`src/rtl/adjust_pulse_gen_pkg.sv`:
```
// Shared types and defaults for the set-button step pulse generator.
// Button vectors are ordered {up, dn}.
package adjust_pulse_gen_pkg;

  typedef enum logic [1:0] {
    ST_IDLE   = 2'd0,
    ST_HOLD   = 2'd1,
    ST_REPEAT = 2'd2,
    ST_LOCK   = 2'd3
  } state_e;

  typedef enum logic {
    DIR_DN = 1'b0,
    DIR_UP = 1'b1
  } dir_e;

  localparam int DEF_DB_CYCLES     = 20;
  localparam int DEF_HOLD_CYCLES   = 500;
  localparam int DEF_REPEAT_CYCLES = 100;
  localparam int DEF_CNT_BITS      = 10;

  localparam logic [1:0] BTN_NONE = 2'b00;
  localparam logic [1:0] BTN_DN   = 2'b01;
  localparam logic [1:0] BTN_UP   = 2'b10;
  localparam logic [1:0] BTN_BOTH = 2'b11;

  function automatic logic [1:0] dir_pattern(
    input dir_e d
  );
    return (d == DIR_UP) ? BTN_UP : BTN_DN;
  endfunction

endpackage

```
`src/rtl/btn_debounce.sv`:
```
// Two-flop synchronizer followed by a stability filter.
// The output follows the synced vector once it held for DB_CYCLES.
module btn_debounce #(
  parameter int WIDTH     = 2,
  parameter int DB_CYCLES = 20,
  parameter int CNT_BITS  = 10
) (
  input  logic             clk,
  input  logic             rst,
  input  logic [WIDTH-1:0] raw_i,
  output logic [WIDTH-1:0] stable_o
);

  localparam logic [CNT_BITS-1:0] CNT_MAX =
    CNT_BITS'(DB_CYCLES - 1);

  logic [WIDTH-1:0]    s1_q;
  logic [WIDTH-1:0]    s2_q;
  logic [WIDTH-1:0]    stable_q;
  logic [WIDTH-1:0]    stable_d;
  logic [CNT_BITS-1:0] cnt_q;
  logic [CNT_BITS-1:0] cnt_d;

  // s1 differing from s2 means the candidate changes on this edge
  always_comb begin
    cnt_d    = cnt_q;
    stable_d = stable_q;
    if (s1_q != s2_q) begin
      cnt_d = '0;
    end else if (cnt_q != CNT_MAX) begin
      cnt_d = cnt_q + CNT_BITS'(1);
    end
    if (cnt_q == CNT_MAX) begin
      stable_d = s2_q;
    end
  end

  always_ff @(posedge clk or posedge rst) begin
    if (rst) begin
      s1_q     <= '0;
      s2_q     <= '0;
      stable_q <= '0;
      cnt_q    <= '0;
    end else begin
      s1_q     <= raw_i;
      s2_q     <= s1_q;
      stable_q <= stable_d;
      cnt_q    <= cnt_d;
    end
  end

  assign stable_o = stable_q;

endmodule

```
`src/rtl/adjust_pulse_gen.sv`:
```
// Step strobe generator for set mode: one strobe per press,
// auto-repeat after a long hold, lockout on ambiguous input.
module adjust_pulse_gen
  import adjust_pulse_gen_pkg::*;
#(
  parameter int DB_CYCLES     = DEF_DB_CYCLES,
  parameter int HOLD_CYCLES   = DEF_HOLD_CYCLES,
  parameter int REPEAT_CYCLES = DEF_REPEAT_CYCLES,
  parameter int CNT_BITS      = DEF_CNT_BITS
) (
  input  logic clk,
  input  logic rst,
  input  logic en,
  input  logic btn_up,
  input  logic btn_dn,
  output logic c,
  output logic cu,
  output logic cd,
  output logic rpt
);

  localparam logic [CNT_BITS-1:0] HOLD_MAX =
    CNT_BITS'(HOLD_CYCLES - 1);
  localparam logic [CNT_BITS-1:0] RPT_MAX =
    CNT_BITS'(REPEAT_CYCLES - 1);

  logic [1:0]          stable;
  state_e              state_q;
  state_e              state_d;
  dir_e                dir_q;
  dir_e                dir_d;
  logic [CNT_BITS-1:0] tmr_q;
  logic [CNT_BITS-1:0] tmr_d;
  logic                en_q;
  logic                strobe;
  logic                c_q;
  logic                cu_q;
  logic                cd_q;
  logic                rpt_q;

  btn_debounce #(
    .WIDTH     (2),
    .DB_CYCLES (DB_CYCLES),
    .CNT_BITS  (CNT_BITS)
  ) u_debounce (
    .clk      (clk),
    .rst      (rst),
    .raw_i    ({btn_up, btn_dn}),
    .stable_o (stable)
  );

  // A press already present when en rises is treated as ambiguous
  always_comb begin
    state_d = state_q;
    dir_d   = dir_q;
    strobe  = 1'b0;
    if (!en) begin
      state_d = ST_IDLE;
    end else begin
      unique case (state_q)
        ST_IDLE: begin
          if (stable != BTN_NONE) begin
            if (!en_q || stable == BTN_BOTH) begin
              state_d = ST_LOCK;
            end else begin
              state_d = ST_HOLD;
              dir_d   = (stable == BTN_UP) ? DIR_UP : DIR_DN;
              strobe  = 1'b1;
            end
          end
        end
        ST_HOLD: begin
          if (stable == BTN_NONE) begin
            state_d = ST_IDLE;
          end else if (stable != dir_pattern(dir_q)) begin
            state_d = ST_LOCK;
          end else if (tmr_q == HOLD_MAX) begin
            state_d = ST_REPEAT;
            strobe  = 1'b1;
          end
        end
        ST_REPEAT: begin
          if (stable == BTN_NONE) begin
            state_d = ST_IDLE;
          end else if (stable != dir_pattern(dir_q)) begin
            state_d = ST_LOCK;
          end else if (tmr_q == RPT_MAX) begin
            strobe = 1'b1;
          end
        end
        ST_LOCK: begin
          if (stable == BTN_NONE) begin
            state_d = ST_IDLE;
          end
        end
        default: begin
          state_d = ST_IDLE;
        end
      endcase
    end
  end

  always_comb begin
    tmr_d = tmr_q;
    if (state_d != state_q || strobe) begin
      tmr_d = '0;
    end else if (tmr_q != '1) begin
      tmr_d = tmr_q + CNT_BITS'(1);
    end
  end

  always_ff @(posedge clk or posedge rst) begin
    if (rst) begin
      state_q <= ST_IDLE;
      dir_q   <= DIR_DN;
      tmr_q   <= '0;
      en_q    <= 1'b0;
      c_q     <= 1'b0;
      cu_q    <= 1'b0;
      cd_q    <= 1'b0;
      rpt_q   <= 1'b0;
    end else begin
      state_q <= state_d;
      dir_q   <= dir_d;
      tmr_q   <= tmr_d;
      en_q    <= en;
      c_q     <= strobe;
      cu_q    <= strobe && (dir_d == DIR_UP);
      cd_q    <= strobe && (dir_d == DIR_DN);
      rpt_q   <= (state_d == ST_REPEAT);
    end
  end

  assign c   = c_q;
  assign cu  = cu_q;
  assign cd  = cd_q;
  assign rpt = rpt_q;

endmodule

```
`config.mk`:
```
export PLATFORM = sky130hd
export DESIGN_NAME = adjust_pulse_gen
export DESIGN_NICKNAME = d
export VERILOG_FILES = /design/src/rtl/adjust_pulse_gen_pkg.sv /design/src/rtl/btn_debounce.sv /design/src/rtl/adjust_pulse_gen.sv
export SDC_FILE = /design/constraint.sdc
export NUM_CORES = 1
export LEC_CHECK = 0
export ABC_AREA = 1
export CAP_MARGIN = 30
export CORE_ASPECT_RATIO = 1.2
export CORE_MARGIN = 2
export CORE_UTILIZATION = 48
export DETAILED_ROUTE_END_ITERATION = 10
export DONT_BUFFER_PORTS = 1
export SLEW_MARGIN = 5
export SYNTH_ARGS = -nofsm -noshare
export SYNTH_HDL_FRONTEND = slang
export SYNTH_HIERARCHICAL = 1
export SYNTH_SLANG_ARGS = --single-unit
```
`constraint.sdc`:
```
create_clock -name clk -period 4.38 [get_ports clk]
set_input_delay 0.219 -clock clk [delete_from_list [all_inputs] [get_ports clk]]
set_output_delay 0.219 -clock clk [all_outputs]
set_load 0.005 [all_outputs]
```
## Yosys cells after proc, flatten, opt, wreduce, memory -nomap -nowiden

Index checks and enable logic that the tools add are counted.

- Register bits: 34
- Logic and storage cells: 69

- $add $sub $neg: 2
- Equality and inequality tests: 14
- Mux-type cells: 30
- Bitwise operators: 1
- Reductions and logical operators: 10

Operators with widths:

| cell | number |
|---|---|
| 2-to-1 mux 10 bit | 4 |
| adder 10 x 1 -> 10 bit, second input constant | 2 |
| 2-to-1 mux 2 bit | 10 |
| 2-to-1 mux 1 bit | 14 |
| == test 10 x 5 -> 1 bit, second input constant | 1 |
| == test 10 x 7 -> 1 bit, second input constant | 1 |
| == test 10 x 9 -> 1 bit, second input constant | 1 |
| == test 2 bit, second input constant | 5 |
| inequality test 10 bit, second input constant | 1 |
| inequality test 10 x 5 -> 1 bit, second input constant | 1 |
| one-hot mux 2 bit (4 select lines) | 1 |
| inequality test 2 bit | 3 |
| nonzero test 2 bit | 3 |
| zero test 2 bit | 2 |
| one-hot mux 1 bit (3 select lines) | 1 |
| == test 2 x 1 -> 1 bit, second input constant | 1 |
| logical AND 1 bit | 2 |
| logical OR 1 bit | 2 |
| zero test 1 bit | 1 |
| NOT 1 bit | 1 |

## Logic depth before layout (Yosys ltp)

- Depth in word-level cells: 9
- Gate-level depth with buffers: 11
- Depth with buffers taken out: 11

## Modules after synthesis

Netlist, hierarchy kept.

By module, submodules not included:

| module | times used | cells each | area each (um^2) |
|---|---|---|---|
| adjust_pulse_gen | 1 | 140 | 1168.6 |
| btn_debounce | 1 | 110 | 875.8 |

## Worst setup path before layout

No wires, ideal clock.

- Path kind: register -> register
- Start: register tmr_q[0]
- End: register tmr_q[4]
- Arrival: 1418 ps
- Slack: 2881 ps
- Stages on the path, launching flop included: 8
- Buffers on the path: 0
- Path through: dfrtp_1 ha_1 nand3_2 nor2_4 nand4_4 and2_1 a21o_1 nor3_2

- Word-level cells in the longest chain between the ends: 9
- Elaborated cells on any way between the ends: 22

RTL lines:

| item | RTL line | text |
|---|---|---|
| start: declaration | adjust_pulse_gen.sv:32 | `logic [CNT_BITS-1:0] tmr_q;` |
| start signal: assignment | adjust_pulse_gen.sv:125 | `tmr_q <= tmr_d;` |
| == test 10 x 9 -> 1 bit | adjust_pulse_gen.sv:77 | `end else if (tmr_q == HOLD_MAX) begin` |
| 2-to-1 mux 2 bit | adjust_pulse_gen.sv:77 |  |
| 2-to-1 mux 2 bit | adjust_pulse_gen.sv:75 | `end else if (stable != dir_pattern(dir_q)) begin` |
| 2-to-1 mux 2 bit | adjust_pulse_gen.sv:73 | `if (stable == BTN_NONE) begin` |
| one-hot mux 2 bit (4 select lines) | adjust_pulse_gen.sv:60 | `unique case (state_q)` |
| 2-to-1 mux 2 bit | adjust_pulse_gen.sv:57 | `if (!en) begin` |
| inequality test 2 bit | adjust_pulse_gen.sv:105 | `if (state_d != state_q \|\| strobe) begin` |
| logical OR 1 bit | adjust_pulse_gen.sv:105 |  |
| 2-to-1 mux 10 bit / nonzero test 2 bit (equally long branches) | -- |  |

Parallel ways exist; a longest one is shown, timed or not. The select of a mux whose other input is x is not followed.
A chain may end at the register's enable or synchronous reset.

## Worst setup path in the final report

- Start: register tmr_q[0]
- End: register tmr_q[2]

Same word-level chain as after synthesis.

==> results.yml <==
synth:
  syn_area_mm2: 0.00204
  syn-num-nets: 257
  synth_cell_type_count: 30
  synth-edff-count: 0
  synth_area_leaders: "dfrtp_1 42%, nand2_1 7.9%, inv_1 6.4%"
  synth.largest_area_cell: "dfrtp_1"
  ys_ff_latch: 34
  yosysSeqAreaShare: 0.416
  ys_async_sr_fraction: 1.00
  synth_top_area_frac: 0.416
  avgSynthCellArea_um2: 8.18
  syn_inst: 250
  ys.flop_type: "dfrtp_1"
  yosys_warnings: 6
critical_path:
  required_ps: 4590
  critical-path-slowest-cell: "dfrtp_1"
  crit_type: "register to register"
  cpMostUsedCell: "nand2_1"
  worstSetupStartpoint: "tmr_q[0]$_DFFE_PP0P_"
  reg2reg_to: "tmr_q[2]$_DFFE_PP0P_"
  worstSetupEndpoint: "tmr_q[2]$_DFFE_PP0P_"
  crit_path_max_fanout: 10
  startpoint_type: "register"
  cp_data_arrival_time_ps: 1870
  slowest_delay_ps: 390
  rrSetupSlack_ps: 2720
  reg2reg_from: "tmr_q[0]$_DFFE_PP0P_"
  r2r_cells: 11
  critPathCaptureType: "register"
  critical_path.cell_chain: "ha_1 > nand2_1 > inv_1 > nand3_1 > nand2_1 > nand2_1 > nand2_1 > nand2_1 > nand2_2 > nand3_4 > nor3_2"
clock_tree:
  numCtsBuffers: 5
  cts_tree: "built"
  clock_sinks: 34
  htree_levels: 2
  clock_latency_ps: 290
  cts.repair.resized: 0
  cts_root_buf: "clkbuf_8"
  cts.path.max_buffers: 2
  postCtsSetupBuffers: 0
  ctsHoldBuffers: 4
  clkTransAtPathRegs_ps: 70
timing:
  layout_min_cycle_time_ps: 1660
  finalHoldViolCount: 0
  period_share: 0.380
  max_freq_mhz: 601
  setup_ws_ps: 2720
  fin_tns_setup_ps: 0
  max_slew_margin: 0.533
  rsz0062_at_grt: "no"
  setup_violations: 0
  drv_slew: 0
  worstMarginPinSlew_ps: 699
  finClkSkew_ps: 6.11
detailed_routing:
  wl_mm: 3.70
  wl_per_cell_um: 11.6
  vias_per_cell: 4.86
  firstDrtPassIters: 4
  drc: 0
  drt_iter0_drc: 43
  detail-route-antenna-nets: 0
  vias: 1546
power_and_ir_drop:
  ir_drop_uv: 231
  p_leak_nw: 1.14
  p_per_area_mw_per_mm2: 380
floorplan:
  rows: 26
  io_pins: 9
  die_w_um: 63.6
  coreArea_mm2: 0.00416
  die-area_mm2: 0.00480
  initial_utilization: 0.491
  die-height_um: 75.5
finish:
  syn_to_final_growth_pct: 10.0
  final_common_cell: "nand2_1"
  final_cell_mix: "43 x nand2_1, 35 x inv_1, 34 x dfrtp_1, 24 x nand3_1, 22 x nor2_1"
  fin_util: 0.540
  seqCellArea_um2: 851
  multi_input_area_mm2: 0.00102
  drive_above_1_share: 0.252
  nFillCells: 407
  nets: 268
  n_antenna_cell: 0
global_routing:
  grt_antenna_before_repair: 0
  grt_max_degree: 19
  track_usage: 0.178
  grt-ovfl-total: 0
  grt_pass1_wl_mm: 6.43
  grt_pass1_vias: 1422
place:
  dp_worst_setup_slack_ps: 2710
  place_congestion: 0.793
  dp_hpwl_mm: 2.77
  port_buffers: 0
min_path:
  hold_path.class: "input port to register"
status:
  status: "finished clean"
job:
  drv_cap: 0
-- worst min-delay path by stage --
stage / startpoint / to / slack [ps] / cells after the start
floorplan: rst / u_debounce/cnt_q[0]$_DFFE_PP0P_ / 130 / 1
CTS: en / cu$_DFF_PP0_ / 70 / 2
global route: en / cd$_DFF_PP0_ / 80 / 2
finish: en / cu$_DFF_PP0_ / 80 / 2
global placement: rst / u_debounce/s2_q[0]$_DFF_PP0_ / 220 / 1
detailed placement: rst / u_debounce/s1_q[0]$_DFF_PP0_ / 220 / 1
-- routing by layer --
metal  part of all wire  routed length (um)  global-route usage  vias up
li1                   -                   -                   -      817
met1               0.50                1840               0.234      694
met2               0.45                1660               0.268       26
met3              0.031                 113              0.0473        9
met4              0.024                  87              0.0990        0
met5                  0                   0                   0        -
-- cell type report --
type | instances | share of cell area
clock buffer | 6 | 0.0367
timing repair buffer | 4 | 0.0178
multi-input combinational | 169 | 0.452
inverter | 47 | 0.0784
tap | 56 | 0.0311
clock inverter | 2 | 0.00556
sequential | 34 | 0.378
-- cells in the mapped netlist (2+ instances only) --
master / n
nor3_1: 2
xor2_1: 2
o21ai_1: 3
nand2_1: 43
o21ai_0: 8
a31oi_1: 3
inv_1: 35
nand3_2: 5
nand4_1: 5
a21oi_1: 5
dfrtp_1: 34
nand3_1: 24
ha_1: 2
nor2_2: 6
nand2_4: 2
inv_2: 12
nor3_2: 10
nand2_2: 11
nor2_1: 22
nor2_4: 6
-- power by group --
group,switching (mW),leakage (nW),total (mW),internal [mW]
Clock,0.116,0.0472,0.242,0.126
Sequential,0.0204,0.410,0.356,0.335
Combinational,0.129,0.687,0.258,0.129
-- logic make-up after synthesis --
logic type	synth area share
compound gates	0.0771
simple gates	0.400
fa+ha+maj	0.0122
buf+inv	0.0863
xor+xnor	0.00857
flops	0.416
-- registers in the layout, summed over array words and instances, names as in the netlist --
signal / cells
cd: 1
dir_q: 1
cu: 1
en_q: 1
u_debounce/s2_q: 2
u_debounce/cnt_q: 10
rpt: 1
u_debounce/s1_q: 2
u_debounce/stable_o: 2
c: 1
tmr_q: 10
state_q: 2
-- through the flow --
step	std cells	power (mW)	hold slack, ps	cell area [um2]
2_1_floorplan	250	0.584	133	2040
3_3_place_gp	306	0.616	220	2110
3_5_place_dp	306	0.619	217	2110
4_1_cts	318	0.870	70.0	2250
5_1_grt	318	0.910	78.4	2250
6_report	318	0.855	75.1	2250
-- worst max-delay path, delay by kind of cell (launching register included) --
kind,cells,cell delay [ps]
simple gates,9,840
flops,1,390
fa+ha+maj,1,230
buf+inv,1,110
(Power assumes the default switching activity.)
